File: config.mk
export PLATFORM = sky130hd
export DESIGN_NAME = multicycle_sequencer_flat
export DESIGN_NICKNAME = d
export VERILOG_FILES = /design/src/rtl/multicycle_sequencer_pkg.sv /design/src/rtl/multicycle_sequencer_if.sv /design/src/rtl/multicycle_sequencer_alu_decoder.sv /design/src/rtl/multicycle_sequencer.sv /design/src/flat_wrapper.sv
export SDC_FILE = /design/constraint.sdc
export NUM_CORES = 1
export LEC_CHECK = 0
export CORE_MARGIN = 5
export CORE_UTILIZATION = 25
export DETAILED_ROUTE_END_ITERATION = 10
export DONT_BUFFER_PORTS = 1
export GPL_TIMING_DRIVEN = 1
export PLACE_DENSITY = 0.46
export SLEW_MARGIN = 0
export SYNTH_ARGS = -nofsm -noshare
export SYNTH_HDL_FRONTEND = slang
export SYNTH_HIERARCHICAL = 1
export SYNTH_SLANG_ARGS = --single-unit
File: constraint.sdc
create_clock -name clk -period 2.25 [get_ports clk]
set_input_delay 0.45 -clock clk [delete_from_list [all_inputs] [get_ports clk]]
set_output_delay 0.45 -clock clk [all_outputs]
set_load 0.01 [all_outputs]
File: src/rtl/multicycle_sequencer_pkg.sv
// Shared control types for the core0 multi-cycle and single-cycle controllers:
// opcodes, ALU control encoding, immediate formats and datapath mux selects.
package multicycle_sequencer_pkg;

    localparam logic [6:0] OP_LOAD   = 7'b0000011;
    localparam logic [6:0] OP_STORE  = 7'b0100011;
    localparam logic [6:0] OP_RTYPE  = 7'b0110011;
    localparam logic [6:0] OP_BRANCH = 7'b1100011;

    typedef enum logic [2:0] {
        ALU_ADD     = 3'b000,
        ALU_SUB     = 3'b001,
        ALU_AND     = 3'b010,
        ALU_OR      = 3'b011,
        ALU_INVALID = 3'b111
    } alu_ctrl_t;

    typedef enum logic [1:0] {
        ALUOP_ADD  = 2'b00,
        ALUOP_SUB  = 2'b01,
        ALUOP_FUNC = 2'b10,
        ALUOP_RSVD = 2'b11
    } alu_op_t;

    typedef enum logic [1:0] {
        IMM_I    = 2'b00,
        IMM_S    = 2'b01,
        IMM_B    = 2'b10,
        IMM_RSVD = 2'b11
    } imm_src_t;

    localparam logic [1:0] SRCA_PC    = 2'b00;
    localparam logic [1:0] SRCA_OLDPC = 2'b01;
    localparam logic [1:0] SRCA_RS1   = 2'b10;

    localparam logic [1:0] SRCB_RS2  = 2'b00;
    localparam logic [1:0] SRCB_IMM  = 2'b01;
    localparam logic [1:0] SRCB_FOUR = 2'b10;

    localparam logic [1:0] RES_ALUOUT = 2'b00;
    localparam logic [1:0] RES_MEM    = 2'b01;
    localparam logic [1:0] RES_ALU    = 2'b10;

endpackage

File: src/rtl/multicycle_sequencer_if.sv
// Unified memory port handshake between the controller and the memory.
// The controller (master) raises mem_req and holds it until mem_ready.
interface multicycle_sequencer_if;
    logic mem_req;
    logic mem_write;
    logic mem_ready;

    modport master (output mem_req, output mem_write, input mem_ready);
    modport slave  (input mem_req, input mem_write, output mem_ready);
endinterface

File: src/rtl/multicycle_sequencer_alu_decoder.sv
// Combinational ALU control decoder, shared with the single-cycle controller.
// alu_op selects a fixed add/sub or the R-type funct3/funct7 decode.
module multicycle_sequencer_alu_decoder
    import multicycle_sequencer_pkg::*;
(
    input  alu_op_t    alu_op_i,
    input  logic [2:0] func3_i,
    input  logic       func7_5_i,
    output alu_ctrl_t  alu_ctrl_o
);

    always_comb begin
        alu_ctrl_o = ALU_ADD;
        unique case (alu_op_i)
            ALUOP_ADD: alu_ctrl_o = ALU_ADD;
            ALUOP_SUB: alu_ctrl_o = ALU_SUB;
            ALUOP_FUNC: begin
                unique case (func3_i)
                    3'b000: begin
                        if (func7_5_i) alu_ctrl_o = ALU_SUB;
                        else           alu_ctrl_o = ALU_ADD;
                    end
                    3'b111:  alu_ctrl_o = ALU_AND;
                    3'b110:  alu_ctrl_o = ALU_OR;
                    default: alu_ctrl_o = ALU_INVALID;
                endcase
            end
            default: alu_ctrl_o = ALU_INVALID;
        endcase
    end

endmodule

File: src/rtl/multicycle_sequencer.sv
// Multi-cycle control FSM for core0 (lw, sw, add/sub/and/or, beq).
// Sequences a shared ALU and unified memory port; outputs decode from state.
module multicycle_sequencer
    import multicycle_sequencer_pkg::*;
(
    input  logic       clk,
    input  logic       rst_n,
    input  logic [6:0] op,
    input  logic [2:0] func3,
    input  logic [6:0] func7,
    input  logic       alu_zero,
    multicycle_sequencer_if.master mem,
    output logic       adr_src,
    output logic       ir_write,
    output logic       pc_write,
    output logic       reg_write,
    output logic [1:0] alu_src_a,
    output logic [1:0] alu_src_b,
    output logic [1:0] result_src,
    output logic [2:0] alu_ctrl,
    output logic [1:0] imm_src,
    output logic       illegal_instr
);

    typedef enum logic [3:0] {
        S_FETCH, S_DECODE, S_MEM_ADR, S_MEM_READ, S_MEM_WB,
        S_MEM_WRITE, S_EXEC_R, S_ALU_WB, S_BRANCH
    } state_t;

    state_t    state_q, state_d;
    alu_op_t   alu_op;
    alu_ctrl_t alu_ctrl_e;
    imm_src_t  imm_e;
    logic      req, we;
    logic      unused_func7;

    assign unused_func7  = ^{func7[6], func7[4:0]};
    assign mem.mem_req   = req;
    assign mem.mem_write = we;
    assign alu_ctrl      = alu_ctrl_e;
    assign imm_src       = imm_e;

    multicycle_sequencer_alu_decoder u_alu_dec (
        .alu_op_i   (alu_op),
        .func3_i    (func3),
        .func7_5_i  (func7[5]),
        .alu_ctrl_o (alu_ctrl_e)
    );

    always_ff @(posedge clk or negedge rst_n) begin
        if (!rst_n) state_q <= S_FETCH;
        else        state_q <= state_d;
    end

    // rst_n also gates the outputs so nothing is driven while held in reset
    always_comb begin
        state_d       = state_q;
        req           = 1'b0;
        we            = 1'b0;
        adr_src       = 1'b0;
        ir_write      = 1'b0;
        pc_write      = 1'b0;
        reg_write     = 1'b0;
        alu_src_a     = SRCA_PC;
        alu_src_b     = SRCB_RS2;
        result_src    = RES_ALUOUT;
        alu_op        = ALUOP_ADD;
        imm_e         = IMM_I;
        illegal_instr = 1'b0;
        if (rst_n) begin
            unique case (state_q)
                S_FETCH: begin
                    req        = 1'b1;
                    alu_src_b  = SRCB_FOUR;
                    result_src = RES_ALU;
                    if (mem.mem_ready) begin
                        ir_write = 1'b1;
                        pc_write = 1'b1;
                        state_d  = S_DECODE;
                    end
                end
                S_DECODE: begin
                    alu_src_a = SRCA_OLDPC;
                    alu_src_b = SRCB_IMM;
                    imm_e     = IMM_B;
                    if (op == OP_LOAD || op == OP_STORE) state_d = S_MEM_ADR;
                    else if (op == OP_RTYPE)            state_d = S_EXEC_R;
                    else if (op == OP_BRANCH)           state_d = S_BRANCH;
                    else begin
                        illegal_instr = 1'b1;
                        state_d       = S_FETCH;
                    end
                end
                S_MEM_ADR: begin
                    alu_src_a = SRCA_RS1;
                    alu_src_b = SRCB_IMM;
                    if (op == OP_LOAD) begin
                        state_d = S_MEM_READ;
                    end else begin
                        imm_e   = IMM_S;
                        state_d = S_MEM_WRITE;
                    end
                end
                S_MEM_READ: begin
                    req     = 1'b1;
                    adr_src = 1'b1;
                    if (mem.mem_ready) state_d = S_MEM_WB;
                end
                S_MEM_WB: begin
                    result_src = RES_MEM;
                    reg_write  = 1'b1;
                    state_d    = S_FETCH;
                end
                S_MEM_WRITE: begin
                    req     = 1'b1;
                    we      = 1'b1;
                    adr_src = 1'b1;
                    if (mem.mem_ready) state_d = S_FETCH;
                end
                S_EXEC_R: begin
                    alu_src_a = SRCA_RS1;
                    alu_src_b = SRCB_RS2;
                    alu_op    = ALUOP_FUNC;
                    state_d   = S_ALU_WB;
                end
                S_ALU_WB: begin
                    result_src = RES_ALUOUT;
                    reg_write  = 1'b1;
                    state_d    = S_FETCH;
                end
                S_BRANCH: begin
                    alu_src_a = SRCA_RS1;
                    alu_src_b = SRCB_RS2;
                    alu_op    = ALUOP_SUB;
                    pc_write  = alu_zero;
                    state_d   = S_FETCH;
                end
                default: state_d = S_FETCH;
            endcase
        end
    end

endmodule

File: src/flat_wrapper.sv
// flat-port wrapper written by rule: the top's interface ports become plain ports
module multicycle_sequencer_flat import multicycle_sequencer_pkg::*;
  (clk, rst_n, op, func3, func7, alu_zero, adr_src, ir_write, pc_write, reg_write, alu_src_a, alu_src_b, result_src, alu_ctrl, imm_src, illegal_instr, mem_mem_req, mem_mem_write, mem_mem_ready);
  multicycle_sequencer_if mem_i ();
  input  logic clk;
  input  logic rst_n;
  input  logic [6:0] op;
  input  logic [2:0] func3;
  input  logic [6:0] func7;
  input  logic alu_zero;
  output logic adr_src;
  output logic ir_write;
  output logic pc_write;
  output logic reg_write;
  output logic [1:0] alu_src_a;
  output logic [1:0] alu_src_b;
  output logic [1:0] result_src;
  output logic [2:0] alu_ctrl;
  output logic [1:0] imm_src;
  output logic illegal_instr;
  output wire logic [$bits(mem_i.mem_req)-1:0] mem_mem_req;
  output wire logic [$bits(mem_i.mem_write)-1:0] mem_mem_write;
  input wire logic [$bits(mem_i.mem_ready)-1:0] mem_mem_ready;
  assign mem_mem_req = mem_i.mem_req;
  assign mem_mem_write = mem_i.mem_write;
  assign mem_i.mem_ready = mem_mem_ready;
  multicycle_sequencer u_core (.clk(clk), .rst_n(rst_n), .op(op), .func3(func3), .func7(func7), .alu_zero(alu_zero), .mem(mem_i), .adr_src(adr_src), .ir_write(ir_write), .pc_write(pc_write), .reg_write(reg_write), .alu_src_a(alu_src_a), .alu_src_b(alu_src_b), .result_src(result_src), .alu_ctrl(alu_ctrl), .imm_src(imm_src), .illegal_instr(illegal_instr));
endmodule
-- Word-level counts from Yosys, hierarchy flattened
Index checks and enable logic that the tools add are counted.
- reduce and logical (&&, ||, !) cells: 10
- muxes and demuxes: 40
- equal/unequal tests: 19
- operators with widths (kind ; number):
    2-to-1 mux 4 bit ; 6
    one-hot mux 4 bit (6 select lines) ; 1
    one-hot mux 2 bit (2 select lines) ; 5
    2-to-1 mux 1 bit ; 19
    one-hot mux 3 bit (3 select lines) ; 2
    equality test 4 x 3 -> 1 bit (second input constant) ; 4
    equality test 7 x 6 -> 1 bit (second input constant) ; 2
    2-to-1 mux 2 bit ; 5
    equality test 4 x 2 -> 1 bit (second input constant) ; 2
    equality test 7 x 2 -> 1 bit (second input constant) ; 1
    equality test 7 bit (second input constant) ; 1
    equality test 3 bit (second input constant) ; 2
    != test 2 bit (second input constant) ; 3
    OR reduction 2 bit ; 3
    OR reduction 3 bit ; 2
    equality test 4 x 1 -> 1 bit (second input constant) ; 1
    equality test 4 bit (second input constant) ; 1
    zero test 4 bit ; 1
    AND reduction 4 bit ; 1
    zero test 3 bit ; 1
    2-to-1 mux 3 bit ; 1
    equality test 2 x 1 -> 1 bit (second input constant) ; 1
    equality test 2 bit (second input constant) ; 1
    zero test 2 bit ; 1
    other kinds (2) ; 2
- logic and storage cells: 70
- register bits after elaboration: 4
- output and inout port bits: 18
- input port bits: 21

-- Logic depth before layout (Yosys ltp)
Gate-level depths: netlist (run 1).
- depth after elaboration: 6
- mapped depth: 6
- gate-level depth less buffers: 6

-- By module
The synthesis (run 1) kept the hierarchy.
- modules (own cells, without submodules) (module ; sequential area each (um^2) ; instances ; area each (um^2) ; cells an instance):
    multicycle_sequencer ; 100.1 ; 1 ; 566.8 ; 75
    multicycle_sequencer_alu_decoder ; 0.0 ; 1 ; 52.6 ; 7

-- Worst setup path before layout (run 1)
Ideal clock, no wire load.
- kind: register to output
- start point: register u_core.state_q[0]
- end point: output alu_ctrl[2]
- setup slack: 0.344 ns
- required time: 1.800 ns
- stages on the path, launching flop included: 7
- arrival: 1.456 ns
- path buffers: 1
- path through: dfrtp_1 -> buf_1 -> nor3_2 -> nand2_1 -> nor2_1 -> a21boi_0 -> a22o_1
- longest elaborated chain between the ends: 5
- RTL lines (element ; line ; source):
    start: declaration ; multicycle_sequencer.sv:30 ; state_t state_q, state_d;
    start signal: assignment ; multicycle_sequencer.sv:52 ; else state_q <= state_d;
    equality test 4 bit or equality test 4 x 3 -> 1 bit (tied branches) ; multicycle_sequencer.sv:71 ; unique case (state_q)
    one-hot mux 2 bit (2 select lines) (*) ; multicycle_sequencer.sv:71 ;
    2-to-1 mux 2 bit (*) ; multicycle_sequencer.sv:70 ; if (rst_n) begin
    named net u_core.alu_op[1] ; multicycle_sequencer.sv:31 ; alu_op_t alu_op;
    equality test 2 bit (tied with other cells) ; multicycle_sequencer_alu_decoder.sv:14 ; unique case (alu_op_i)
    one-hot mux 3 bit (3 select lines) (*) ; multicycle_sequencer_alu_decoder.sv:14 ;
    end: declaration ; flat_wrapper.sv:18 ; output logic [2:0] alu_ctrl;
The timed path passes the listed nets; every way through them passes the cells marked *.

-- Worst setup path in the final report (run 1)
- start point: register u_core.state_q[1]
- end point: output alu_ctrl[2]
Same word-level chain as after synthesis.

==> results_dict.tcl, run 1 <==
set metrics [dict create \
    avgRoutedWirePerCell_um 14.90 \
    yosys.area.top_type_share 0.1616 \
    p_sw_w 0.0003040 \
    via_per_inst 5.246 \
    fp.dieArea_sq_mm 0.003573 \
    cts_tree "done" \
    synth_nets 103 \
    p_leak_nw 0.3154 \
    rsz0062_at_grt "false" \
    ys_ff_latch 4 \
    n_antenna_cell 0 \
    placementRows 18 \
    pwr-share-clk 0.146 \
    relSlewSlack 0.7256 \
    routed_wl_mm 1.758 \
    yosys_warnings 6 \
    dr.pass1.iters 4 \
    maxCapViolations 0 \
    clkLatencyLatePin_ps 240 \
    io_pins 39 \
    slowest_delay_ps 360 \
    die_y_um 59.78 \
    die_w_um 59.78 \
    critPathBufInv 1 \
    synthToLayoutAreaGrowth_pct 15.15 \
    fmax_ghz 0.4884 \
    power.share.switching 0.4945 \
    p_per_area_mw_per_mm2 862.1 \
    power_frac_comb 0.594 \
    synth_commonest_cells "nand2_1, nor2_1, and2_1, inv_1" \
    track_usage 0.1029 \
    vias 619 \
    synth_top_cell_by_area "dfrtp_1" \
    cts.sinks 4 \
    largest_reg_flops 4 \
    use_met3 0.03024 \
    hold_viol 0 \
    status "complete, no violations" \
    grt_max_degree 14 \
    yosysMostFrequentCell "nand2_1" \
    avgSynthCellArea_sq_um 7.553 \
    synthesis.area_sq_um 619.3 \
    tns_ps 0 \
    initial_core_util 0.2546 \
    port_buffers 0 \
    period_share 0.9101 \
    ys_seq_area_frac 0.1616 \
    cts_buffer_depth 2 \
    slew_viol_final 0 \
    path_clk_slew_ps 40 \
    skew_ps 2.690 \
    max_slew.worst_pin.slew_ps 410.8 \
    drive_gt1_frac 0.2273 \
    crit_fanout 13 \
    hold_class "in2reg" \
    ys_async_sr_fraction 1.000 \
    gr-total-overflow 0 \
    synth_edf_count 0 \
    use_met2 0.1574 \
    slowest_stage "dfrtp_1" \
    numCtsBuffers 3 \
    gp_congestion 0.6993 \
    regMostFlops "u_core/state_q" \
    htreeDepth 1 \
    criticalPathCategory "reg2out" \
    hpwl_mm 1.320 \
    crit_chain "buf_4, nor3_1, and3_1, a22o_1" \
    end_kind "primary output" \
    fin_nets 111 \
    synth_cell_type_count 39 \
    p_int_w 0.0003108 \
    ys_top_cells_by_area "dfrtp_1, and2_1, nand2_1" \
    use_met1 0.1394 \
    ant_nets 0 \
    cp.required_ps 1800 \
    root_buffer "clkbuf_4" \
    remaining_drc_errors 0 \
    grt_pass1_vias 622 \
    cp_top_family "simple AND/OR/NAND/NOR gates" \
    arrival_ps 1600 \
    min_period_ps 2048 \
    reg_top3 "u_core/state_q x4" \
    synth_cells 82 \
    whs_ps 310.3 \
    max-vdd-ir-drop_mv 0.3782 \
    pwr-share-seq 0.259 \
    drt_iter0_drc 16 \
    synthFlopType "dfrtp_1" \
    grt_busiest_layer "met2" \
    core_sq_mm 0.002432 \
    critical_path.startpoint_type "flop" \
    grt_pass1_wl_mm 2.829 \
    grt_antenna_before_repair 0 \
    setup_violations 0 \
]
final cells by class:
| class | instances | area (sq um) |
|---|---|---|
| inverter | 5 | 18.77 |
| timing repair buffer | 8 | 62.56 |
| fill | 276 | 1719 |
| multi-input combinational | 68 | 469.2 |
| tap | 30 | 37.54 |
| clock buffer | 3 | 22.52 |
| sequential | 4 | 102.6 |
path summary, 6_finish.rpt:
check	startpoint	to	slack [ps]	cells past startpoint
worst max-delay path	u_core/state_q[1]$_DFFE_PN0P_	alu_ctrl[2]	200	4
worst min-delay path	rst_n	u_core/state_q[3]$_DFFE_PN0P_	310	1
worst max register to register	u_core/state_q[3]$_DFFE_PN0P_	u_core/state_q[2]$_DFFE_PN0P_	530	4
worst min register to register	u_core/state_q[0]$_DFFE_PN0P_	u_core/state_q[0]$_DFFE_PN0P_	670	2
max in group asynchronous	rst_n	u_core/state_q[0]$_DFFE_PN0P_	1560	1
min in group asynchronous	rst_n	u_core/state_q[1]$_DFFE_PN0P_	490	1
stage by stage:
step | total power [W] | cells | cell area (sq um) | worst slack (ps) | util
after floorplan | 0.0004466 | 82 | 619.3 | 343.5 | -
after global placement | 0.0005130 | 114 | 675.6 | 370.8 | 0.2778
after detailed placement | 0.0005184 | 114 | 675.6 | 354.2 | 0.2778
after CTS | 0.0006191 | 118 | 708.2 | 83.67 | 0.2912
after global routing | 0.0006784 | 118 | 713.2 | 30.25 | 0.2932
final | 0.0006148 | 118 | 713.2 | 202.3 | 0.2932
layout by cell type (no fill, tap or decap), types with 3 or more instances in the layout:
master,netlist,layout
a21o_1,3,3
a21oi_1,4,4
and2_1,6,6
and3_1,4,4
buf_4,0,7
clkbuf_4,0,3
inv_1,5,5
nand2_1,8,8
nor2_1,7,6
nor2b_1,3,3
xor2_1,3,3
power groups by stage:
stage	clock network [W]	registers, W	logic, W
floorplan	0	0.000105	0.000342
global placement	0	0.000153	0.000360
detailed placement	0	0.000154	0.000365
CTS	0.0000951	0.000154	0.000370
global route	0.000101	0.000167	0.000411
finish	0.0000900	0.000159	0.000365
worst register-to-register path: cells and delay by family, from the launching register on:
kind / cells / cell delay, ps
AND/OR/NAND/NOR: 1 / 600
AO/OA/AOI/OAI: 3 / 540
flip-flops: 1 / 480
routing by layer:
metal,up-vias,routed length (um)
met4,0,12
met2,26,816
met1,281,798
met5,-,0
li1,310,-
met3,2,130
cells by family after synthesis:
group / count (synthesis) / share of synthesized area
xor+xnor: 3 / 0.04243
compound gates: 23 / 0.3010
buf+inv: 10 / 0.08485
flops: 4 / 0.1616
simple gates: 42 / 0.4101
what timing repair did:
item / CTS / global route
setup endpoints to repair: 0 / 2
hold endpoints to repair: 4 / 0
hold buffers: 1 / 0
buffers inserted: 0 / 0
gates resized for setup: 0 / 3
Power figures use the tool's default switching activity.
==> run 2, diff against run 1 <==
clock period = 2.05 ns   (was 2.25 ns; I/O delays follow)
==> results_dict.tcl, run 2 (synthesized netlist as in run 1, its figures left out) <==
set metrics [dict create \
    status "complete, no violations" \
    cts_buffer_depth 2 \
    gp_congestion 0.7371 \
    max-vdd-ir-drop_mv 0.4897 \
    root_buffer "clkbuf_4" \
    clkLatencyLatePin_ps 230 \
    skew_ps 1.500 \
    tns_ps 0 \
    grt_pass1_wl_mm 2.725 \
    arrival_ps 1530 \
    grt_antenna_before_repair 0 \
    criticalPathCategory "reg2out" \
    track_usage 0.09894 \
    initial_core_util 0.2546 \
    hpwl_mm 1.306 \
    slowest_stage "dfrtp_2" \
    maxCapViolations 0 \
    crit_chain "nor3_4, nand2_2, nor2_4, a21boi_0, a22o_1" \
    regMostFlops "u_core/state_q" \
    critPathBufInv 0 \
    path_clk_slew_ps 30 \
    die_y_um 59.78 \
    via_per_inst 5.234 \
    cts_tree "done" \
    synthToLayoutAreaGrowth_pct 30.91 \
    reg_top3 "u_core/state_q x4" \
    cp_top_family "flip-flops" \
    setup_violations 0 \
    port_buffers 0 \
    grt_busiest_layer "met2" \
    numCtsBuffers 3 \
    relSlewSlack 0.7617 \
    fin_nets 117 \
    core_sq_mm 0.002432 \
    dr.pass1.iters 4 \
    final_common_cell "buf_4" \
    fmax_ghz 0.5153 \
    min_period_ps 1941 \
    mostFrequentLayoutCells "buf_4, nand2_1, nor2_1" \
    use_met2 0.1574 \
    critical_path.startpoint_type "flop" \
    htreeDepth 1 \
    remaining_drc_errors 0 \
    dpl-instance-area_sq_um 690.7 \
    p_leak_nw 0.3542 \
    cp.required_ps 1640 \
    crit_fanout 6 \
    power_w 0.0007677 \
    whs_ps 272.9 \
    slowest_delay_ps 470 \
    vias 649 \
    period_share 0.9466 \
    finalWorstSetupSlack_ps 109.4 \
    placementRows 18 \
    drive_gt1_frac 0.3511 \
    design_area_sq_um 810.8 \
    drt_iter0_drc 20 \
    p_per_area_mw_per_mm2 946.9 \
    die_w_um 59.78 \
    gr-total-overflow 0 \
    avgRoutedWirePerCell_um 14.01 \
    max_slew.worst_pin.slew_ps 354.7 \
    ant_nets 0 \
    grt_max_degree 14 \
    n_antenna_cell 0 \
    cts.sinks 4 \
    hold_class "in2reg" \
    fp.dieArea_sq_mm 0.003573 \
    routed_wl_mm 1.737 \
    grt_pass1_vias 611 \
    end_kind "primary output" \
    hold_viol 0 \
    use_met1 0.1202 \
    io_pins 39 \
    use_met3 0.04320 \
    slew_viol_final 0 \
    place_ws_ps 207.4 \
    largest_reg_flops 4 \
]
[run 2: cell types whose count changed in the layout (fill, tap and decap cells not counted), sizes merged]
cell and change:
clkbuf +1, buf +5
[run 2: area by class of cell]
| cell class | count | area [sq um] |
|---|---|---|
| fillers | 272 | 1622 |
| multi-input cells | 68 | 519.2 |
| repair buffers | 14 | 108.9 |
| flip-flops and latches | 4 | 103.9 |
| well taps | 30 | 37.54 |
| clock buffers | 3 | 22.52 |
| inverters | 5 | 18.77 |
[run 2: worst paths after layout]
| kind | to | cells past startpoint | startpoint | slack, ps |
|---|---|---|---|---|
| worst max register to register | u_core/state_q[2]$_DFFE_PN0P_ | 6 | u_core/state_q[1]$_DFFE_PN0P_ | 350 |
| max in group asynchronous | u_core/state_q[3]$_DFFE_PN0P_ | 1 | rst_n | 1410 |
| min in group asynchronous | u_core/state_q[2]$_DFFE_PN0P_ | 1 | rst_n | 450 |
| worst min register to register | u_core/state_q[0]$_DFFE_PN0P_ | 2 | u_core/state_q[0]$_DFFE_PN0P_ | 640 |
| worst max-delay path | alu_ctrl[2] | 5 | u_core/state_q[3]$_DFFE_PN0P_ | 110 |
| worst min-delay path | u_core/state_q[3]$_DFFE_PN0P_ | 1 | rst_n | 270 |
[run 2: per-layer routing]
layer | vias to the layer above | wire (um)
met5 | - | 0
met4 | 0 | 12
met3 | 2 | 136
met2 | 25 | 819
met1 | 296 | 768
li1 | 326 | -
[run 2: timing repair]
item                       in CTS  in global routing
buffers inserted                0                  4
pin swaps                       1                  4
hold endpoints to repair        4                  0
setup endpoints to repair       2                  8
gates resized for setup         4                 13
hold buffers                    1                  0
[run 2: where the power goes]
| group | switching, W | internal [W] |
|---|---|---|
| Sequential | 0.0000705 | 0.000105 |
| Clock | 0.0000310 | 0.0000654 |
| Combinational | 0.000257 | 0.000239 |
| Total | 0.000359 | 0.000409 |
[run 2: per-stage QoR]
stage               instances    util
CTS                       120  0.3030
finish                    124  0.3333
global placement          116  0.2840
detailed placement        116  0.2840
global route              124  0.3333
floorplan                  82       -
==> run 3, diff against run 2 <==
REMOVE_ABC_BUFFERS = 1   (was default)
==> results_dict.tcl, run 3 (synthesized netlist as in run 1, its figures left out) <==
set metrics [dict create \
    tns_ps 0 \
    dp.cells 116 \
    cts_buffer_depth 2 \
    n_antenna_cell 0 \
    core_sq_mm 0.002432 \
    gr-total-overflow 0 \
    io_pins 39 \
    arrival_ps 1520 \
    relSlewSlack 0.7316 \
    largest_reg_flops 4 \
    fmax_ghz 0.5172 \
    setup_violations 0 \
    hpwl_mm 1.331 \
    grt_pass1_vias 616 \
    hold_class "in2reg" \
    ff_latch_area_sq_um 105.1 \
    p_per_area_mw_per_mm2 969.1 \
    ant_nets 0 \
    max_slew.worst_pin.slew_ps 401.8 \
    via_per_inst 5.246 \
    dr.pass1.iters 4 \
    remaining_drc_errors 0 \
    drive_gt1_frac 0.3438 \
    status "complete, no violations" \
    slew_viol_final 0 \
    finalWorstSetupSlack_ps 116.6 \
    mostFrequentLayoutCells "buf_4, nand2_1, nor2_1" \
    routed_wl_mm 1.743 \
    design_area_sq_um 805.8 \
    reg_top3 "u_core/state_q x4" \
    fin_nets 119 \
    place_ws_ps 193.1 \
    crit_fanout 11 \
    synthToLayoutAreaGrowth_pct 30.10 \
    drt_iter0_drc 18 \
    vias 661 \
    gp_congestion 0.7663 \
    cts.sinks 4 \
    multi_input_comb_area_sq_um 499.2 \
    dpl-instance-area_sq_um 690.7 \
    end_kind "primary output" \
    hold_viol 0 \
    cp.required_ps 1640 \
    rsz0062_at_grt "false" \
    avgRoutedWirePerCell_um 13.83 \
    clkLatencyLatePin_ps 230 \
    criticalPathCategory "reg2out" \
    skew_ps 1.584 \
    fin_util 0.3313 \
    fp.dieArea_sq_mm 0.003573 \
    cts_tree "done" \
    max-vdd-ir-drop_mv 0.3733 \
    min_period_ps 1933 \
    root_buffer "clkbuf_4" \
    die_w_um 59.78 \
    initial_core_util 0.2546 \
    path_clk_slew_ps 40 \
    placementRows 18 \
    track_usage 0.09898 \
    final_common_cell "buf_4" \
    fillers 270 \
    die_y_um 59.78 \
    p_leak_nw 0.3625 \
    period_share 0.9431 \
    critical_path.startpoint_type "flop" \
    htreeDepth 1 \
    regMostFlops "u_core/state_q" \
    maxCapViolations 0 \
    port_buffers 0 \
    grt_pass1_wl_mm 2.711 \
    grt_antenna_before_repair 0 \
    numCtsBuffers 3 \
    grt_max_degree 13 \
    instances_no_fill 126 \
]
[run 3: power breakdown]
part / total (W) / internal [W] / switching, W
Clock: 0.0000981 / 0.0000655 / 0.0000326
Sequential: 0.000162 / 0.000105 / 0.0000569
Combinational: 0.000520 / 0.000249 / 0.000271
[run 3: metal layers]
| layer | up-vias | GRT usage | share of wire |
|---|---|---|---|
| met5 | - | 0 | 0 |
| met4 | 0 | 0.01899 | 0 |
| met3 | 0 | 0.05184 | 0.10 |
| met2 | 28 | 0.1528 | 0.44 |
| met1 | 307 | 0.1229 | 0.46 |
| li1 | 326 | - | - |
[run 3: final cells by class]
| class | count | share of cell area |
|---|---|---|
| flip-flops and latches | 4 | 0.1304 |
| well taps | 30 | 0.04658 |
| repair buffers | 16 | 0.1522 |
| inverters | 5 | 0.02329 |
| multi-input cells | 68 | 0.6196 |
| clock buffers | 3 | 0.02795 |
[run 3: through the flow]
stage	hold WS, ps	total power, W
2_1_floorplan	114.4	0.0004579
3_3_place_gp	114.9	0.0005689
3_5_place_dp	115.0	0.0005775
4_1_cts	270.2	0.0006934
5_1_grt	253.1	0.0008594
6_report	276.7	0.0007809
[run 3: final timing paths]
| kind | startpoint | to | slack (ps) | cells after the start |
|---|---|---|---|---|
| worst min-delay path | rst_n | u_core/state_q[3]$_DFFE_PN0P_ | 280 | 1 |
| worst max register to register | u_core/state_q[3]$_DFFE_PN0P_ | u_core/state_q[2]$_DFFE_PN0P_ | 230 | 5 |
| min in group asynchronous | rst_n | u_core/state_q[3]$_DFFE_PN0P_ | 460 | 1 |
| max in group asynchronous | rst_n | u_core/state_q[0]$_DFFE_PN0P_ | 1390 | 1 |
| worst max-delay path | u_core/state_q[1]$_DFFE_PN0P_ | alu_ctrl[2] | 120 | 4 |
| worst min register to register | u_core/state_q[0]$_DFFE_PN0P_ | u_core/state_q[0]$_DFFE_PN0P_ | 650 | 2 |
[run 3: critical path, stage by stage, from the launching register on]
cell	delay, ps
dfrtp_2	430
buf_4	190
nor3_4	200
and3_2	250
a22o_1	200
[run 3: timing repair]
item / CTS / global route
setup endpoints to repair: 5 / 9
buffers inserted: 0 / 6
pin swaps: 0 / 2
hold endpoints to repair: 4 / 0
hold buffers: 1 / 0
resized for setup: 2 / 11
gates cloned: 0 / 0
==> edit: new RTL, flow settings as in run 1 <==
Encoding of `state_t`: now one-hot (9 bits for 9 states).
--- a/src/rtl/multicycle_sequencer.sv
+++ b/src/rtl/multicycle_sequencer.sv
@@ -24,5 +24,5 @@
 
-    typedef enum logic [3:0] {
-        S_FETCH, S_DECODE, S_MEM_ADR, S_MEM_READ, S_MEM_WB,
-        S_MEM_WRITE, S_EXEC_R, S_ALU_WB, S_BRANCH
+    typedef enum logic [8:0] {
+        S_FETCH = 9'b000000001, S_DECODE = 9'b000000010, S_MEM_ADR = 9'b000000100, S_MEM_READ = 9'b000001000, S_MEM_WB = 9'b000010000,
+        S_MEM_WRITE = 9'b000100000, S_EXEC_R = 9'b001000000, S_ALU_WB = 9'b010000000, S_BRANCH = 9'b100000000
     } state_t;
Formal check against the unedited RTL: same outputs for any inputs over 10 cycles, from zero or initial values and one cycle with rst_n low; not proved beyond that.
==> edit against run 1 <==
- the run now ends with negative setup slack left
- worst hold slack gained 3.6 ps
- synthesized area grew 36%
- count of clock-buffer cells in the layout is the same
- routed wire length grew 43%
- power grew 24%
- fmax shrank 13%
- sequential cell count grew 5
- register-to-register slack lost 510 ps
- final area grew 80%
- clock power grew 46%
- worst setup slack lost 300 ps
- critical endpoint is now reg_write
- largest cell class unchanged
- highest routed layer unchanged
==> edit: results (changes against run 1) <==
number of library cell types mapped by synthesis 42 (was 39); Post-DP HPWL 1.77 mm (was 1.32 mm); vias in the first global route 859 (was 622); status finished, violations left (was finished, final reports clean); initial DRC count 20 (was 16); WL per Instance 14.7 um (was 14.9 um); # setup viols final 14 (was 0); syn_nets 116 (was 103); Routability Congestion 0.714 (was 0.699); CP peak stage delay 580 ps (was 360 ps); setup ws final -95.8 ps (was 202 ps); fill cell count 345 (was 276); share of cells above drive strength 1 56.0% (was 22.7%); xor-xnor portion of the synthesized cell area 4.15% (was 4.24%); failing checks negative setup slack; Mapped Cells 95 (was 82); global-route wire length before repair 3.95 mm (was 2.83 mm); largest registers u_core/state_q: 9 flops (was u_core/state_q: 4 flops); CP max FO 4 (was 13); area occupied by multi-input gates 702 sq um (was 469 sq um); Reg clk slew, reported paths 60 ps (was 40 ps); total track usage 11.3% (was 10.3%); Worst slew margin 63.0% (was 72.6%); detail-routed via count per cell 4.98 (was 5.25); CP max-delay cell or4_4 (was dfrtp_1); CP arrival 1900 ps (was 1600 ps); post-synthesis compound-gate area fraction 16.9% (was 30.1%); largest net degree at the start of global routing 18 (was 14); multiplexer share of the synthesized area 9.63% (was 0%); dpl cells 149 (was 114); total number of vias 852 (was 619); VDD IR max 0.000348 V (was 0.000378 V)
==> edit: cell count changes after synthesis, moves of 3 or more <==
cell / run 1 / this run
a21oi_1: 4 / 1
and2_1: 6 / 3
and3_1: 4 / 7
dfrtp_1: 4 / 8
mux2_4: 0 / 4
nor4_1: 0 / 4
==> edit: logic make-up (layout without fill, tap and decap cells) <==
family / Yosys count / count (layout)
simple gates: 50 / 50
flops: 9 / 9
xor+xnor: 4 / 4
mux: 6 / 6
buf+inv: 9 / 39
compound gates: 17 / 17
==> edit: final cells by class <==
class | instances | area share, %
Multi-Input combinational cell | 77 | 54.8
Tap cell | 46 | 4.49
Clock buffer | 3 | 1.76
Inverter | 4 | 1.37
Timing Repair Buffer | 31 | 19.4
Clock inverter | 1 | 0.391
Sequential cell | 9 | 17.8
==> edit: what timing repair did <==
| action | CTS | global route |
|---|---|---|
| resized for setup | 22 | 14 |
| pin swaps | 8 | 14 |
| gates cloned | 0 | 0 |
| setup endpoints to repair | 16 | 21 |
| hold buffers | 1 | 1 |
| setup buffers | 6 | 10 |
| endpoints found under the hold margin | 8 | 1 |
==> edit: metrics by stage <==
stage,utilization [%],setup TNS (ps),setup slack [ps],hold WS [ps],instance area (sq um)
5_1_grt,38.7,-2320,-182,300,1280
4_1_cts,34.3,-980,-104,9.95,1130
6_report,38.7,-740,-95.8,314,1280
3_3_place_gp,29.3,0,76.5,155,968
3_5_place_dp,29.3,0,81.7,155,968
2_1_floorplan,-,0,3.49,154,845
==> edit: metal layers <==
layer / wire length (um) / track usage (%) / vias to the layer above
met5: 0 / 0 / -
met4: 23 / 2.48 / 0
met3: 150 / 4.60 / 2
met2: 1260 / 18.9 / 26
met1: 1070 / 13.5 / 415
li1: - / - / 409
==> edit: final timing paths <==
path,startpoint,endpoint,slack (ps),cells after the start
setup / recovery,u_core/state_q[1]$_DFFE_PN0P_,reg_write,-100,5
hold / removal,mem_mem_ready,u_core/state_q[1]$_DFFE_PN0P_,310,2
setup reg to reg,u_core/state_q[1]$_DFFE_PN0P_,u_core/state_q[4]$_DFFE_PN0P_,20,6
hold reg to reg,u_core/state_q[7]$_DFFE_PN0P_,u_core/state_q[7]$_DFFE_PN0P_,560,1
max in group asynchronous,rst_n,u_core/state_q[7]$_DFFE_PN0P_,1430,1
min in group asynchronous,rst_n,u_core/state_q[8]$_DFFE_PN0P_,520,1
==> edit: power breakdown <==
part / internal, mW / switching (mW) / leakage, nW
registers: 0.183 / 0.00950 / 0.120
clock network: 0.0659 / 0.0650 / 0.0177
logic: 0.216 / 0.220 / 0.461
total: 0.465 / 0.295 / 0.599
==> edit: worst max-delay path: cells and delay by family (launching register included) <==
family	cells	cell delay, ps
flip-flops	1	390
buffers and inverters	1	180
AND/OR/NAND/NOR	4	1060
